[src/rtl/alu_writeback_if.sv]
// rtl/alu_writeback_if.sv - ALU result bundle handshake interface
// Purpose: carries one ALU result bundle (op, two results, status,
// destination indices, flags write enable) with a valid/ready handshake.
// Modports:
//   master : upstream ALU side, drives the bundle and in_valid, sees in_ready
//   slave  : writeback side, receives the bundle and drives in_ready
interface alu_writeback_if #(
    parameter int DATA_W = 32,
    parameter int REG_AW = 5
);
    logic              in_valid;
    logic              in_ready;
    logic [7:0]        in_op;
    logic [DATA_W-1:0] in_q0;
    logic [DATA_W-1:0] in_q1;
    logic [3:0]        in_st;
    logic [REG_AW-1:0] in_rd0;
    logic [REG_AW-1:0] in_rd1;
    logic              in_flags_we;

    modport master (
        output in_valid, in_op, in_q0, in_q1, in_st, in_rd0, in_rd1, in_flags_we,
        input  in_ready
    );

    modport slave (
        input  in_valid, in_op, in_q0, in_q1, in_st, in_rd0, in_rd1, in_flags_we,
        output in_ready
    );
endinterface

[src/rtl/alu_writeback.sv]
// rtl/alu_writeback.sv - ALU result writeback stage with flags and error tracking
// Purpose: accepts ALU result bundles and commits them to a single-port
// register file; MUL results are written low word then high word.
// Ports:
//   clk, rst_n        : clock, asynchronous active-low reset
//   in_if (slave)     : result bundle handshake (in_valid/in_ready + fields)
//   rf_we/waddr/wdata : register-file write port (registered)
//   flags_q           : architectural flags {N,Z,C,V}
//   err_illegal       : sticky illegal-opcode flag, err_clr clears it
//   busy              : high whenever the stage is not idle
module alu_writeback #(
    parameter int DATA_W   = 32,
    parameter int REG_AW   = 5,
    parameter int ZERO_REG = 1
) (
    input  logic              clk,
    input  logic              rst_n,
    alu_writeback_if.slave    in_if,
    output logic              rf_we,
    output logic [REG_AW-1:0] rf_waddr,
    output logic [DATA_W-1:0] rf_wdata,
    output logic [3:0]        flags_q,
    output logic              err_illegal,
    input  logic              err_clr,
    output logic              busy
);

    localparam logic [7:0] OP_NOP   = 8'h00;
    localparam logic [7:0] OP_MUL   = 8'h04;
    localparam logic [7:0] OP_LAST  = 8'h11;

    typedef enum logic [1:0] {
        IDLE  = 2'd0,
        WR_LO = 2'd1,
        WR_HI = 2'd2
    } state_t;

    state_t            state_q, state_d;

    logic [7:0]        op_q;
    logic [DATA_W-1:0] q0_q;
    logic [DATA_W-1:0] q1_q;
    logic [3:0]        st_q;
    logic [REG_AW-1:0] rd0_q;
    logic [REG_AW-1:0] rd1_q;
    logic              fwe_q;

    logic              rf_we_q, rf_we_d;
    logic [REG_AW-1:0] rf_waddr_q, rf_waddr_d;
    logic [DATA_W-1:0] rf_wdata_q, rf_wdata_d;
    logic              err_q;

    logic              xfer;
    logic              lo_dual;

    function automatic logic op_is_write(input logic [7:0] op);
        return (op != OP_NOP) && (op <= OP_LAST);
    endfunction

    function automatic logic op_is_illegal(input logic [7:0] op);
        return op > OP_LAST;
    endfunction

    // r0 is hardwired zero when ZERO_REG is set: the write is dropped but
    // the sequencing is unaffected.
    function automatic logic addr_blocked(input logic [REG_AW-1:0] a);
        return (ZERO_REG != 0) && (a == '0);
    endfunction

    // Ready depends on state only; a MUL in WR_LO must stall for its high word.
    assign in_if.in_ready = (state_q == IDLE) || ((state_q == WR_LO) && (op_q != OP_MUL));
    assign xfer           = in_if.in_valid && in_if.in_ready;
    assign lo_dual        = (state_q == WR_LO) && (op_q == OP_MUL);

    always_comb begin
        state_d    = state_q;
        rf_we_d    = 1'b0;
        rf_waddr_d = rf_waddr_q;
        rf_wdata_d = rf_wdata_q;

        case (state_q)
            IDLE:    if (xfer) state_d = WR_LO;
            WR_LO: begin
                if (op_q == OP_MUL) state_d = WR_HI;
                else if (xfer)      state_d = WR_LO;
                else                state_d = IDLE;
            end
            WR_HI:   state_d = IDLE;
            default: state_d = IDLE;
        endcase

        // The write port is registered, so the write presented in the next
        // state is prepared here: either the low word of a bundle being
        // accepted now, or the high word following a MUL's low word. The two
        // cannot coincide because in_ready is low while a MUL sits in WR_LO.
        if (xfer && op_is_write(in_if.in_op)) begin
            rf_waddr_d = in_if.in_rd0;
            rf_wdata_d = in_if.in_q0;
            rf_we_d    = !addr_blocked(in_if.in_rd0);
        end else if (lo_dual) begin
            rf_waddr_d = rd1_q;
            rf_wdata_d = q1_q;
            rf_we_d    = !addr_blocked(rd1_q);
        end
    end

    always_ff @(posedge clk or negedge rst_n) begin
        if (!rst_n) begin
            state_q    <= IDLE;
            op_q       <= '0;
            q0_q       <= '0;
            q1_q       <= '0;
            st_q       <= '0;
            rd0_q      <= '0;
            rd1_q      <= '0;
            fwe_q      <= 1'b0;
            rf_we_q    <= 1'b0;
            rf_waddr_q <= '0;
            rf_wdata_q <= '0;
            flags_q    <= '0;
            err_q      <= 1'b0;
        end else begin
            state_q    <= state_d;
            rf_we_q    <= rf_we_d;
            rf_waddr_q <= rf_waddr_d;
            rf_wdata_q <= rf_wdata_d;

            if (xfer) begin
                op_q  <= in_if.in_op;
                q0_q  <= in_if.in_q0;
                q1_q  <= in_if.in_q1;
                st_q  <= in_if.in_st;
                rd0_q <= in_if.in_rd0;
                rd1_q <= in_if.in_rd1;
                fwe_q <= in_if.in_flags_we;
            end

            // Flags update once per bundle, at the end of WR_LO only.
            if ((state_q == WR_LO) && fwe_q && op_is_write(op_q)) begin
                flags_q <= st_q;
            end

            // Setting takes priority over a simultaneous clear.
            if ((state_q == WR_LO) && op_is_illegal(op_q)) begin
                err_q <= 1'b1;
            end else if (err_clr) begin
                err_q <= 1'b0;
            end
        end
    end

    assign rf_we       = rf_we_q;
    assign rf_waddr    = rf_waddr_q;
    assign rf_wdata    = rf_wdata_q;
    assign err_illegal = err_q;
    assign busy        = (state_q != IDLE);

    // rd0_q is kept for completeness of the captured bundle; the low-word
    // address is taken directly at capture time.
    logic unused_rd0;
    assign unused_rd0 = ^rd0_q ^ ^q0_q;

endmodule

[src/flat_wrapper.sv]
// flat-port wrapper written by rule: the top's interface ports become plain ports
module alu_writeback_flat 
#(
    parameter int DATA_W   = 32,
    parameter int REG_AW   = 5,
    parameter int ZERO_REG = 1
)
  (clk, rst_n, rf_we, rf_waddr, rf_wdata, flags_q, err_illegal, err_clr, busy, in_if_in_valid, in_if_in_op, in_if_in_q0, in_if_in_q1, in_if_in_st, in_if_in_rd0, in_if_in_rd1, in_if_in_flags_we, in_if_in_ready);
  alu_writeback_if #(.DATA_W(DATA_W), .REG_AW(REG_AW)) in_if_i ();
  input  logic clk;
  input  logic rst_n;
  output logic rf_we;
  output logic [REG_AW-1:0] rf_waddr;
  output logic [DATA_W-1:0] rf_wdata;
  output logic [3:0] flags_q;
  output logic err_illegal;
  input  logic err_clr;
  output logic busy;
  input wire logic [$bits(in_if_i.in_valid)-1:0] in_if_in_valid;
  input wire logic [$bits(in_if_i.in_op)-1:0] in_if_in_op;
  input wire logic [$bits(in_if_i.in_q0)-1:0] in_if_in_q0;
  input wire logic [$bits(in_if_i.in_q1)-1:0] in_if_in_q1;
  input wire logic [$bits(in_if_i.in_st)-1:0] in_if_in_st;
  input wire logic [$bits(in_if_i.in_rd0)-1:0] in_if_in_rd0;
  input wire logic [$bits(in_if_i.in_rd1)-1:0] in_if_in_rd1;
  input wire logic [$bits(in_if_i.in_flags_we)-1:0] in_if_in_flags_we;
  output wire logic [$bits(in_if_i.in_ready)-1:0] in_if_in_ready;
  assign in_if_i.in_valid = in_if_in_valid;
  assign in_if_i.in_op = in_if_in_op;
  assign in_if_i.in_q0 = in_if_in_q0;
  assign in_if_i.in_q1 = in_if_in_q1;
  assign in_if_i.in_st = in_if_in_st;
  assign in_if_i.in_rd0 = in_if_in_rd0;
  assign in_if_i.in_rd1 = in_if_in_rd1;
  assign in_if_i.in_flags_we = in_if_in_flags_we;
  assign in_if_in_ready = in_if_i.in_ready;
  alu_writeback #(.DATA_W(DATA_W), .REG_AW(REG_AW), .ZERO_REG(ZERO_REG)) u_core (.clk(clk), .rst_n(rst_n), .in_if(in_if_i), .rf_we(rf_we), .rf_waddr(rf_waddr), .rf_wdata(rf_wdata), .flags_q(flags_q), .err_illegal(err_illegal), .err_clr(err_clr), .busy(busy));
endmodule
[config.mk]
export PLATFORM = sky130hd
export DESIGN_NAME = alu_writeback_flat
export DESIGN_NICKNAME = d
export VERILOG_FILES = /design/src/rtl/alu_writeback_if.sv /design/src/rtl/alu_writeback.sv /design/src/flat_wrapper.sv
export SDC_FILE = /design/constraint.sdc
export NUM_CORES = 1
export LEC_CHECK = 0
export BUFFER_PORTS_ARGS = -buffer_cell sky130_fd_sc_hd__buf_2
export CORE_MARGIN = 2
export CORE_UTILIZATION = 55
export DETAILED_ROUTE_END_ITERATION = 12
export PLACE_DENSITY = 0.85
export SKIP_LAST_GASP = 1
export SYNTH_ARGS = -nofsm -noshare
export SYNTH_HDL_FRONTEND = slang
export SYNTH_SLANG_ARGS = --single-unit
[constraint.sdc]
create_clock -name clk -period 3.6 [get_ports clk]
set_input_delay 0 -clock clk [delete_from_list [all_inputs] [get_ports clk]]
set_output_delay 0 -clock clk [all_outputs]
set_load 0.02 [all_outputs]
==> results.yml <==
placed_design:
  io_buffers: 135
  dp.final_hpwl_um: 6180
  placement.cell_area_mm2: 0.00504
  dp.cells: 511
  gp_congestion: 0.778
drt:
  drc_errors: 0
  initialDrtViolationCount: 93
  ant_nets: 0
  num_vias: 3166
  viasPerCell: 5.16
  routed_wl_um: 10500
  wl_per_cell_um: 17.1
  firstDrtPassIters: 4
timing:
  setup_violations: 0
  worst_slew_pin_slew_ps: 833
  post-route-period-util: 0.690
  fin_skew_ps: 8.41
  period_needed_ps: 2480
  fmax_mhz: 402
  maxSlewViolCount: 0
  hold_violations: 0
  rsz0062_at_grt: "no"
  fin_tns_setup_ps: 0
  slew_headroom: 0.445
floorplan:
  core-area_mm2: 0.00765
  rows: 32
  ios: 136
  initial_core_util: 0.559
  die_w_um: 92.2
  dieArea_mm2: 0.00849
  die_h_um: 92.2
yosys:
  synth_fp_nets: 374
  syn-instance-count: 283
  yosysWarnings: 0
  ys_ff_latch: 95
  synth_cell_types: 29
  synth_area_per_cell_um2: 15.1
  ys_seq_area_frac: 0.556
  syn_area_mm2: 0.00428
clocking:
  cts.sinks: 95
  clock-root-buffer: "clkbuf_8"
  htreeDepth: 3
  numCtsBuffers: 9
  cts_resized: 0
  post_cts_buffers: 0
  clock_path_buffers: 2
  hold_buffers: 89
  clock_latency_ps: 340
  clkTransAtPathRegs_ps: 90
  cts_tree: "yes"
setup_path:
  cpMostUsedCell: "mux2_4"
  cp.arrival_ps: 2710
  cp-start-kind: "register"
  critical_path.cell_chain: "nor4_4, nand4_4, mux2_4, mux2_4"
  cp-end-kind: "register"
  worstPathMaxFanout: 29
  critical_path.slowest_cell: "nand4_4"
  required_ps: 3820
  crit_type: "reg -> reg"
  max_stage_delay_ps: 650
finish:
  n_fill_cell: 440
  multi_input_area_mm2: 0.00182
  drive_above_1_share: 0.504
  layout_common_cells: "buf_2 (134), dfrtp_1 (95), dlygate4sd3_1 (89)"
  regArea_mm2: 0.00238
  diodes: 0
  fin_nets: 600
  final_common_cell: "buf_2"
  stdcell_count: 614
  fin_area_mm2: 0.00617
  synthToLayoutAreaGrowth_pct: 44.3
power:
  leakage_nw: 3.14
  peakVddDrop_mv: 0.256
  power.density_mw_per_mm2: 496
global_routing:
  met1_usage: 0.309
  antenna_found_initial: 0
  gr-usage-all-layers: 0.260
  grt_pass1_wl_um: 17100
  met2_usage: 0.464
  met3_usage: 0.0567
  grt_start_max_net_pins: 69
  top_usage_layer: "met2"
  overflow: 0
  grt_pass1_vias: 3501
job:
  maxCapViolations: 0
run_status:
  status: "finished, final reports clean"
hold_path:
  hold_class: "in -> async"
## metrics by stage
| step | setup WS [ps] | util | power (mW) | hold slack, ps |
|---|---|---|---|---|
| 3_5_place_dp | 1150 | 0.660 | 2.17 | 156 |
| 4_1_cts | 1120 | 0.807 | 3.06 | 321 |
| 3_3_place_gp | 1200 | 0.660 | 2.13 | 146 |
| 6_report | 1120 | 0.807 | 3.06 | 278 |
| 5_1_grt | 1020 | 0.807 | 3.21 | 366 |
| 2_1_floorplan | 1680 | - | 1.88 | -296 |
## layer usage
metal  vias up  part of all wire
met5         -                 0
met4         0             0.017
met3        22             0.056
met2       108              0.52
met1      1554              0.41
li1       1482                 -
## registers in the layout, summed over array words and instances, names as in the netlist
name,flops
u_core.rd1_q,5
u_core.flags_q,4
u_core.rf_waddr,5
u_core.state_q,2
u_core.q1_q,32
u_core.op_q,8
u_core.err_illegal,1
u_core.fwe_q,1
u_core.rf_we,1
u_core.st_q,4
u_core.rf_wdata,32
## cell type report
class                           count  area share
Clock buffer                       10      0.0223
Clock inverter                      4      0.0154
Inverter                            1    0.000609
Multi-Input combinational cell    173       0.295
Sequential cell                    95       0.385
Tap cell                          102      0.0207
Timing Repair Buffer              229       0.260
## worst paths after layout
path | start | depth (start not counted) | slack (ps) | end
min | rst_n | 2 | 280 | u_core.rf_wdata[25]$_DFFE_PN0P_
max | u_core.op_q[3]$_DFFE_PN0N_ | 4 | 1120 | u_core.rf_wdata[24]$_DFFE_PN0P_
min in group clk | in_if_in_valid | 4 | 390 | u_core.state_q[0]$_DFFE_PN0P_
max reg2reg | u_core.op_q[3]$_DFFE_PN0N_ | 4 | 1120 | u_core.rf_wdata[24]$_DFFE_PN0P_
min reg2reg | u_core.q1_q[24]$_DFFE_PN0N_ | 1 | 510 | u_core.q1_q[24]$_DFFE_PN0N_
max in group asynchronous | rst_n | 3 | 2420 | u_core.rf_wdata[26]$_DFFE_PN0P_
## synth_stat cells
cell / n / area (µm²)
dfrtp_1: 95 / 2380
mux2_2: 70 / 788
mux2i_1: 34 / 340
mux2_4: 26 / 390
a21oi_1: 16 / 80.1
clkbuf_1: 5 / 18.8
buf_2: 3 / 15.0
buf_4: 3 / 22.5
buf_6: 3 / 33.8
nor2_1: 3 / 11.3
nor3_1: 3 / 15.0
nand2_1: 2 / 7.51
nand2b_1: 2 / 12.5
nand3_1: 2 / 10.0
or4_1: 2 / 15.0
a22o_1: 1 / 8.76
a31oi_1: 1 / 6.26
a41oi_2: 1 / 16.3
and3_1: 1 / 6.26
and3_2: 1 / 7.51
and4_2: 1 / 10.0
inv_1: 1 / 3.75
nand4_4: 1 / 21.3
nor2b_1: 1 / 6.26
nor3_2: 1 / 10.0
nor4_4: 1 / 21.3
nor4b_1: 1 / 8.76
o21ai_0: 1 / 5.00
or2_2: 1 / 6.26
## report_power, final
group	internal, mW	total (mW)	leakage (nW)	switching (mW)
logic	0.447	0.857	1.90	0.410
clock network	0.472	0.812	0.118	0.340
registers	1.26	1.39	1.12	0.125
## logic make-up after synthesis
logic type             after synthesis  synth area share
buffers and inverters               15            0.0219
DFF                                 95             0.556
and+or+nand+nor                     23            0.0395
muxes                              130             0.355
AOI/OAI and AO/OA                   20            0.0272
## critical path, delay by kind of cell, from the launching register on
kind             cells  cell delay, ps
AND/OR/NAND/NOR      2            1130
multiplexers         2             780
flip-flops           1             420
Note: power is estimated with default switching activity, not from simulation.
